File: config.mk
export PLATFORM = sky130hd
export DESIGN_NAME = scmp_bus_ctl
export DESIGN_NICKNAME = d
export VERILOG_FILES = /design/src/rtl/scmp_bus_ctl.sv
export SDC_FILE = /design/constraint.sdc
export NUM_CORES = 1
export LEC_CHECK = 0
export BUFFER_PORTS_ARGS = -buffer_cell sky130_fd_sc_hd__buf_2
export CORE_ASPECT_RATIO = 0.5
export CORE_MARGIN = 1
export CORE_UTILIZATION = 45
export CTS_CLUSTER_DIAMETER = 30
export DETAILED_ROUTE_END_ITERATION = 8
export GPL_TIMING_DRIVEN = 0
export PLACE_DENSITY = 0.81
export SYNTH_ARGS = -nofsm -noshare
export SYNTH_HDL_FRONTEND = slang
export SYNTH_SLANG_ARGS = --single-unit
File: constraint.sdc
create_clock -name clk -period 2.35 [get_ports clk]
set_input_delay 0.3525 -clock clk [delete_from_list [all_inputs] [get_ports clk]]
set_output_delay 0.3525 -clock clk [all_outputs]
set_load 0.01 [all_outputs]
File: src/rtl/scmp_bus_ctl.sv
`default_nettype none
// ============================================================================
// Module   : scmp_bus_ctl
// Brief    : SC/MP external bus cycle sequencer with BREQ/ENIN/ENOUT arbitration
// Revision : 1.0 - initial release
// ============================================================================
module scmp_bus_ctl #(
  parameter int ADS_CYCLES = 1,
  parameter int STROBE_MIN = 2
) (
  input  logic        clk,
  input  logic        rst_n,
  input  logic        cyc_req,
  input  logic        cyc_wr,
  input  logic [15:0] cyc_addr,
  input  logic [3:0]  cyc_flags,
  input  logic [7:0]  cyc_wdata,
  output logic        cyc_done,
  output logic [7:0]  cyc_rdata,
  output logic        breq_o,
  input  logic        enin,
  output logic        enout,
  input  logic        hold_n,
  output logic [11:0] addr,
  input  logic [7:0]  D_i,
  output logic [7:0]  D_o,
  output logic        D_oe,
  output logic        ADS_n,
  output logic        RD_n,
  output logic        WR_n
);

  typedef enum logic [2:0] {
    ST_IDLE = 3'd0,
    ST_ARB  = 3'd1,
    ST_ADDR = 3'd2,
    ST_STRB = 3'd3,
    ST_END  = 3'd4
  } state_t;

  localparam logic [3:0] ADS_LAST = 4'(ADS_CYCLES - 1);
  localparam logic [3:0] STB_LAST = 4'(STROBE_MIN - 1);

  state_t      state_q, state_d;
  logic [3:0]  cnt_q, cnt_d;
  logic        wr_q, wr_d;
  logic [15:0] lat_addr_q, lat_addr_d;
  logic [3:0]  flags_q, flags_d;
  logic [7:0]  wdata_q, wdata_d;
  logic        ads_n_q, ads_n_d;
  logic        rd_n_q, rd_n_d;
  logic        wr_n_q, wr_n_d;
  logic        breq_q, breq_d;
  logic        d_oe_q, d_oe_d;
  logic        done_q, done_d;
  logic [7:0]  rdata_q, rdata_d;
  logic [11:0] addr_q, addr_d;
  logic [7:0]  d_o_q, d_o_d;

  // Pin outputs are computed for the state being entered, so every pin is a flop.
  always_comb begin
    state_d    = state_q;
    cnt_d      = cnt_q;
    wr_d       = wr_q;
    lat_addr_d = lat_addr_q;
    flags_d    = flags_q;
    wdata_d    = wdata_q;
    ads_n_d    = 1'b1;
    rd_n_d     = 1'b1;
    wr_n_d     = 1'b1;
    breq_d     = breq_q;
    d_oe_d     = d_oe_q;
    done_d     = 1'b0;
    rdata_d    = rdata_q;
    addr_d     = addr_q;
    d_o_d      = d_o_q;
    case (state_q)
      ST_IDLE: begin
        if (cyc_req) begin
          wr_d       = cyc_wr;
          lat_addr_d = cyc_addr;
          flags_d    = cyc_flags;
          wdata_d    = cyc_wdata;
          breq_d     = 1'b1;
          state_d    = ST_ARB;
        end
      end
      ST_ARB: begin
        if (enin) begin
          state_d = ST_ADDR;
          cnt_d   = '0;
          ads_n_d = 1'b0;
          addr_d  = lat_addr_q[11:0];
          d_o_d   = {flags_q, lat_addr_q[15:12]};
          d_oe_d  = 1'b1;
        end
      end
      ST_ADDR: begin
        if (cnt_q == ADS_LAST) begin
          state_d = ST_STRB;
          cnt_d   = '0;
          rd_n_d  = wr_q;
          wr_n_d  = ~wr_q;
          d_oe_d  = wr_q;
          if (wr_q) d_o_d = wdata_q;
        end else begin
          cnt_d   = cnt_q + 4'd1;
          ads_n_d = 1'b0;
        end
      end
      ST_STRB: begin
        // The counter saturates at the minimum; hold_n only stretches beyond it.
        if (cnt_q == STB_LAST && hold_n) begin
          state_d = ST_END;
          done_d  = 1'b1;
          breq_d  = 1'b0;
          if (!wr_q) rdata_d = D_i;
        end else begin
          if (cnt_q != STB_LAST) cnt_d = cnt_q + 4'd1;
          rd_n_d = wr_q;
          wr_n_d = ~wr_q;
        end
      end
      ST_END: begin
        state_d = ST_IDLE;
        d_oe_d  = 1'b0;
      end
      default: begin
        state_d = ST_IDLE;
        d_oe_d  = 1'b0;
        breq_d  = 1'b0;
      end
    endcase
  end

  always_ff @(posedge clk or negedge rst_n) begin
    if (!rst_n) begin
      state_q    <= ST_IDLE;
      cnt_q      <= '0;
      wr_q       <= 1'b0;
      lat_addr_q <= '0;
      flags_q    <= '0;
      wdata_q    <= '0;
      ads_n_q    <= 1'b1;
      rd_n_q     <= 1'b1;
      wr_n_q     <= 1'b1;
      breq_q     <= 1'b0;
      d_oe_q     <= 1'b0;
      done_q     <= 1'b0;
      rdata_q    <= '0;
      addr_q     <= '0;
      d_o_q      <= '0;
    end else begin
      state_q    <= state_d;
      cnt_q      <= cnt_d;
      wr_q       <= wr_d;
      lat_addr_q <= lat_addr_d;
      flags_q    <= flags_d;
      wdata_q    <= wdata_d;
      ads_n_q    <= ads_n_d;
      rd_n_q     <= rd_n_d;
      wr_n_q     <= wr_n_d;
      breq_q     <= breq_d;
      d_oe_q     <= d_oe_d;
      done_q     <= done_d;
      rdata_q    <= rdata_d;
      addr_q     <= addr_d;
      d_o_q      <= d_o_d;
    end
  end

  // The grant only passes through a device that is idle and not about to request.
  assign enout     = enin & (state_q == ST_IDLE) & ~cyc_req;
  assign cyc_done  = done_q;
  assign cyc_rdata = rdata_q;
  assign breq_o    = breq_q;
  assign addr      = addr_q;
  assign D_o       = d_o_q;
  assign D_oe      = d_oe_q;
  assign ADS_n     = ads_n_q;
  assign RD_n      = rd_n_q;
  assign WR_n      = wr_n_q;

endmodule
`default_nettype wire

Yosys cells after proc, flatten, opt, wreduce, memory -nomap -nowiden:

Cells that the tools add are included.

* add/sub/neg operators: 1
* eq/ne operators: 13
* muxes and demuxes: 31
* bitwise gates (word level): 6
* reductions and logical operators: 15

Operators with widths (number)
* $mux W8: 3
* $mux W4: 4
* $pmux W8 S2: 1
* $ne A2 B2 Y1 const B: 7
* $mux W1: 12
* $mux W3: 4
* $pmux W3 S4: 1
* $pmux W4 S3: 1
* $reduce_and A4 Y1: 3
* $reduce_and A3 Y1: 3
* $eq A3 B2 Y1 const B: 2
* $pmux W1 S2: 3
* $pmux W1 S3: 2
* $add A4 B1 Y4 const B: 1
* $eq A4 B1 Y1 const B: 1
* $logic_not A4 Y1: 1
* $ne A4 B1 Y1 const B: 1
* $not A1 Y1: 4
* $reduce_and A2 Y1: 2
* $eq A3 B1 Y1 const B: 1
* $eq A3 B3 Y1 const B: 1
* $logic_not A3 Y1: 1
* $reduce_bool A3 Y1: 1
* $reduce_or A3 Y1: 1
* 4 further kinds: 5

* flip-flop bits (word level): 70
* bits of input ports: 42
* output and inout port bits: 35
* word-level logic and storage cells: 81

Longest topological paths before layout:

* depth after elaboration: 4
* depth in mapped cells: 8
* mapped depth without buffers: 6

Least setup slack after synthesis:

OpenSTA, ideal clock, no wires.

* path kind: register to register
* start: reg cnt_q[1]
* end: reg rdata_q[0] (netlist: cyc_rdata[0])
* library setup time: 125 ps
* arrival: 1627 ps
* data required time: 2225 ps
* setup slack: 598 ps
* stages on the path, launching flop included: 8
* buffers on the path: 1
* period minus slack after synthesis: 1752 ps
* cell sequence: dfrtp_1 -> inv_1 -> ha_1 -> nor3b_4 -> and4_1 -> and2b_1 -> buf_6 -> mux2_4

* longest elaborated chain between the ends: 3

Ends and longest elaborated chain
* from (decl): line 45 `logic [3:0] cnt_q, cnt_d;`
* from (signal assigned): line 155 `cnt_q <= cnt_d;`
* $eq A4 B1 Y1: line 113 `if (cnt_q == STB_LAST && hold_n) begin`
* $logic_and A1 B1 Y1: line 113
* $reduce_and A3 Y1 (no source line)
* to (signal assigned): line 166 `rdata_q <= rdata_d;`
* to (decl): line 56 `logic [7:0] rdata_q, rdata_d;`

Every way passes these cells.
A chain may end at the register's enable or synchronous reset.

Final worst setup path:

* start: reg cnt_q[1]
* end: reg rdata_q[7] (netlist: cyc_rdata[7])

Same word-level chain as after synthesis.

==> impl_summary.log <==
[metrics] status: completed
[metrics] final period utilization: 83.1%
[metrics] number of synthesized flops with an enable pin: 0
[metrics] nets: 345
[metrics] net count of the mapped netlist: 258
[metrics] number of rows in the core area: 20
[metrics] number of violations of the max-capacitance limit: 0
[metrics] post-route minimum period: 1.95 ns
[metrics] area overhead of the layout relative to synthesis: 26.4%
[metrics] GRT met3 Usage: 6.75%
[metrics] actual transition at the worst max-transition pin: 0.861 ns
[metrics] maximum VDD drop: 0.689 mV
[metrics] cts bufs inserted: 9
[metrics] post-detailed-routing wire length: 5810 um
[metrics] Clock Sinks: 70
[metrics] width of the die: 117 um
[metrics] path depth of the worst reg2reg path: 7
[metrics] total of warnings raised by yosys: 0
[metrics] area taken by flip-flops and latches: 1760 um^2
[metrics] type of origin of the critical path: flop
[metrics] Tot Pwr: 5.38 mW
[metrics] Async S/R FF share, synth: 100%
[metrics] antenna violations before repair: 0
[metrics] Hold Slack: 0.131 ns
[metrics] fraction of final layout cells sized beyond drive strength 1: 52.3%
[metrics] combined area of the multi-input logic cells: 1120 um^2
[metrics] post-synthesis sequential area ratio: 59.2%
[metrics] flop2flop setup slack: 0.40 ns
[metrics] Crit Path Class: reg2reg
[metrics] fraction of met1 tracks used by global routing: 21.5%
[metrics] CTS max path bufs: 2
[metrics] DRC violation count after routing: 0
[metrics] Fillers: 528
[metrics] type of element capturing the critical path: flop
[metrics] instance count of the mapped netlist: 213
[metrics] Total Negative Setup Slacks: 0 ns
[metrics] core region area: 6210 um^2
[metrics] Die H: 59.4 um
[metrics] CP Data Arrival Time: 2.16 ns
[metrics] post-DR vias/cell: 5.10
[metrics] number of nets with antenna violations after routing: 0
[metrics] reg-to-reg endpoint: cyc_rdata[7]
[metrics] Setup-failing EPs final: 0
[metrics] Fin Clk Skew: 0.00391 ns
[metrics] Vias: 1998
[metrics] global routing usage summed across all routing layers: 18.7%
[metrics] relative slew slack: 42.6%
[metrics] number of buffers added on ports: 76
[metrics] register share of total power: 40.3%
[metrics] first drt pass iteration count: 4
[metrics] buffer cell driving the clock tree root: sky130_fd_sc_hd__clkbuf_16
[metrics] pin count of the biggest net entering global routing: 71
[metrics] leading cell types in the layout, fill and taps excluded: sky130_fd_sc_hd__buf_2, sky130_fd_sc_hd__dfrtp_1, sky130_fd_sc_hd__mux2_2
[metrics] CP max-delay cell: sky130_fd_sc_hd__dfrtp_1
[metrics] Clk Latency, worst-skew pair: 0.32 ns
[metrics] unrepaired setup endpoints after global routing: false
[metrics] worst path required time: 2.55 ns
[metrics] Hold/Removal Path Class: in2async
[metrics] syn_area_per_cell: 13.9 um^2
[metrics] critical path, cell by cell: inv_1 -> ha_1 -> nor3b_4 -> and4_1 -> and2b_1 -> buf_6 -> mux2_4
[metrics] Reg2Reg Launch Point: cnt_q[1]
[metrics] clock group share of total power: 24.3%
[metrics] number of hold-slack violations in the final timing report: 0
[metrics] most used routing layer: met2
[metrics] Wirelength per Cell: 14.8 um
[metrics] standby leakage power: 1.77 nW
[metrics] most common library cell in the layout ignoring fill and taps: sky130_fd_sc_hd__buf_2
[metrics] area of the mapped netlist: 2970 um^2
[metrics] detailed-placement wirelength estimate: 4170 um
[metrics] power density relative to cell area: 1440 nW/um^2
[metrics] total net switching power: 1.71 mW
[metrics] Critical Path Fanout Max: 8
[metrics] count of pins over their slew limit: 0
[metrics] number of distinct library cells after synthesis: 38
[metrics] Ant. Diodes: 0
[metrics] First DRT Iteration DRCs: 78
[metrics] part of the power in combinational logic: 35.4%
[metrics] Main synth FF type: sky130_fd_sc_hd__dfrtp_1
[metrics] RD Place Congestion: 0.837
[metrics] Worst path max stage delay: 0.39 ns
[metrics] global route total overflow: 0
[metrics] ports placed on the boundary: 77
[metrics] internal power summed over all cells: 3.67 mW
[metrics] Highest Clock Rate: 0.512 GHz
[metrics] quantity of hold-fixing buffers added after cts: 0
[metrics] overall die area: 6940 um^2
[metrics] Reg clk slew, reported paths: 0.06 ns
[metrics] clock tree from TritonCTS: yes
[metrics] count of instances resized after the clock tree is built: 0
[metrics] post-CTS setup buffer count: 0
[metrics] switching share of power: 31.8%
[metrics] global-route wire length before repair: 9470 um
[metrics] flip-flop and latch count after synthesis: 70
[metrics] total number of H-tree levels: 3
[metrics] vias in the first global route: 2035
[metrics] met2 Track Usage GR: 33.5%
[metrics] Initial Util: 47.8%
[power groups by stage]
stage	Sequential, mW	Combinational (mW)	Clock [mW]
global placement	2.14	1.85	0
finish	2.17	1.90	1.31
global route	2.26	2.11	1.39
CTS	2.18	1.93	1.34
floorplan	2.24	1.21	0
detailed placement	2.19	1.92	0
[critical path: cells and delay by family, from the launching register on]
| kind | cells | cell delay (ns) |
|---|---|---|
| DFF | 1 | 0.39 |
| and+or+nand+nor | 3 | 0.72 |
| adders and majority gates | 1 | 0.15 |
| muxes | 1 | 0.31 |
| buffers and inverters | 2 | 0.26 |
[synthesized netlist by cell type (2+ instances only)]
library cell | number | area, um^2
sky130_fd_sc_hd__or4_1 | 2 | 15.0
sky130_fd_sc_hd__mux2i_1 | 8 | 80.1
sky130_fd_sc_hd__nor2_1 | 9 | 33.8
sky130_fd_sc_hd__a311oi_1 | 2 | 17.5
sky130_fd_sc_hd__nand2_1 | 6 | 22.5
sky130_fd_sc_hd__buf_4 | 2 | 15.0
sky130_fd_sc_hd__nor2b_1 | 2 | 12.5
sky130_fd_sc_hd__ha_1 | 3 | 37.5
sky130_fd_sc_hd__buf_2 | 6 | 30.0
sky130_fd_sc_hd__a31o_2 | 2 | 17.5
sky130_fd_sc_hd__mux2_4 | 8 | 120
sky130_fd_sc_hd__inv_1 | 6 | 22.5
sky130_fd_sc_hd__mux2_2 | 41 | 462
sky130_fd_sc_hd__and4_1 | 2 | 17.5
sky130_fd_sc_hd__dfrtp_1 | 67 | 1680
sky130_fd_sc_hd__buf_6 | 2 | 22.5
sky130_fd_sc_hd__dfstp_2 | 3 | 78.8
sky130_fd_sc_hd__nand2b_1 | 3 | 18.8
sky130_fd_sc_hd__a21oi_1 | 12 | 60.1
sky130_fd_sc_hd__o21ai_0 | 4 | 20.0
sky130_fd_sc_hd__nand3_1 | 6 | 30.0
[logic make-up (layout without fill, tap and decap cells)]
| group | Yosys count | count (layout) | synth area share [%] |
|---|---|---|---|
| and+or+nand+nor | 40 | 40 | 8.23 |
| muxes | 57 | 57 | 22.3 |
| DFF | 70 | 70 | 59.2 |
| buffers and inverters | 16 | 107 | 3.04 |
| AOI/OAI and AO/OA | 27 | 27 | 5.95 |
| adders and majority gates | 3 | 3 | 1.27 |
[state kept, by name, indices dropped and copies added, names as in the netlist, 3 cells and up]
| name | cells |
|---|---|
| D_o | 8 |
| addr | 12 |
| cnt_q | 4 |
| cyc_rdata | 8 |
| flags_q | 4 |
| lat_addr_q | 16 |
| state_q | 3 |
| wdata_q | 8 |
[stage by stage]
| step | worst slack (ns) | instances | instance area (um^2) | util (%) |
|---|---|---|---|---|
| 5_1_grt | 0.287 | 392 | 3750 | 60.4 |
| 3_3_place_gp | 0.473 | 377 | 3460 | 55.7 |
| 4_1_cts | 0.397 | 392 | 3750 | 60.4 |
| 3_5_place_dp | 0.417 | 377 | 3460 | 55.7 |
| 6_report | 0.398 | 392 | 3750 | 60.4 |
| 2_1_floorplan | 0.598 | 213 | 2970 | - |
[worst max-delay path by stage]
stage,to,cells past startpoint,from
floorplan,cyc_rdata[0],7,cnt_q[1]
global placement,lat_addr_q[2],6,cyc_req
detailed placement,lat_addr_q[2],6,cyc_req
CTS,cyc_rdata[7],7,cnt_q[1]
global route,cyc_rdata[7],7,cnt_q[1]
finish,cyc_rdata[7],7,cnt_q[1]
[routing by layer]
layer / routed length, um / vias up / share of wire (%)
met5: 0 / - / 0
met2: 2950 / 53 / 51
li1: - / 939 / -
met3: 273 / 5 / 4.7
met4: 34 / 0 / 0.58
met1: 2550 / 1001 / 44
[final cells by class]
class | count | share of cell area, %
plain buffers | 10 | 1.80
clock buffers | 11 | 6.48
clock inverters | 4 | 1.27
inverters | 6 | 0.601
multi-input cells | 127 | 29.9
flip-flops and latches | 70 | 46.8
well taps | 88 | 2.94
repair buffers | 76 | 10.2
No activity file was read; power rests on OpenSTA's default activity.
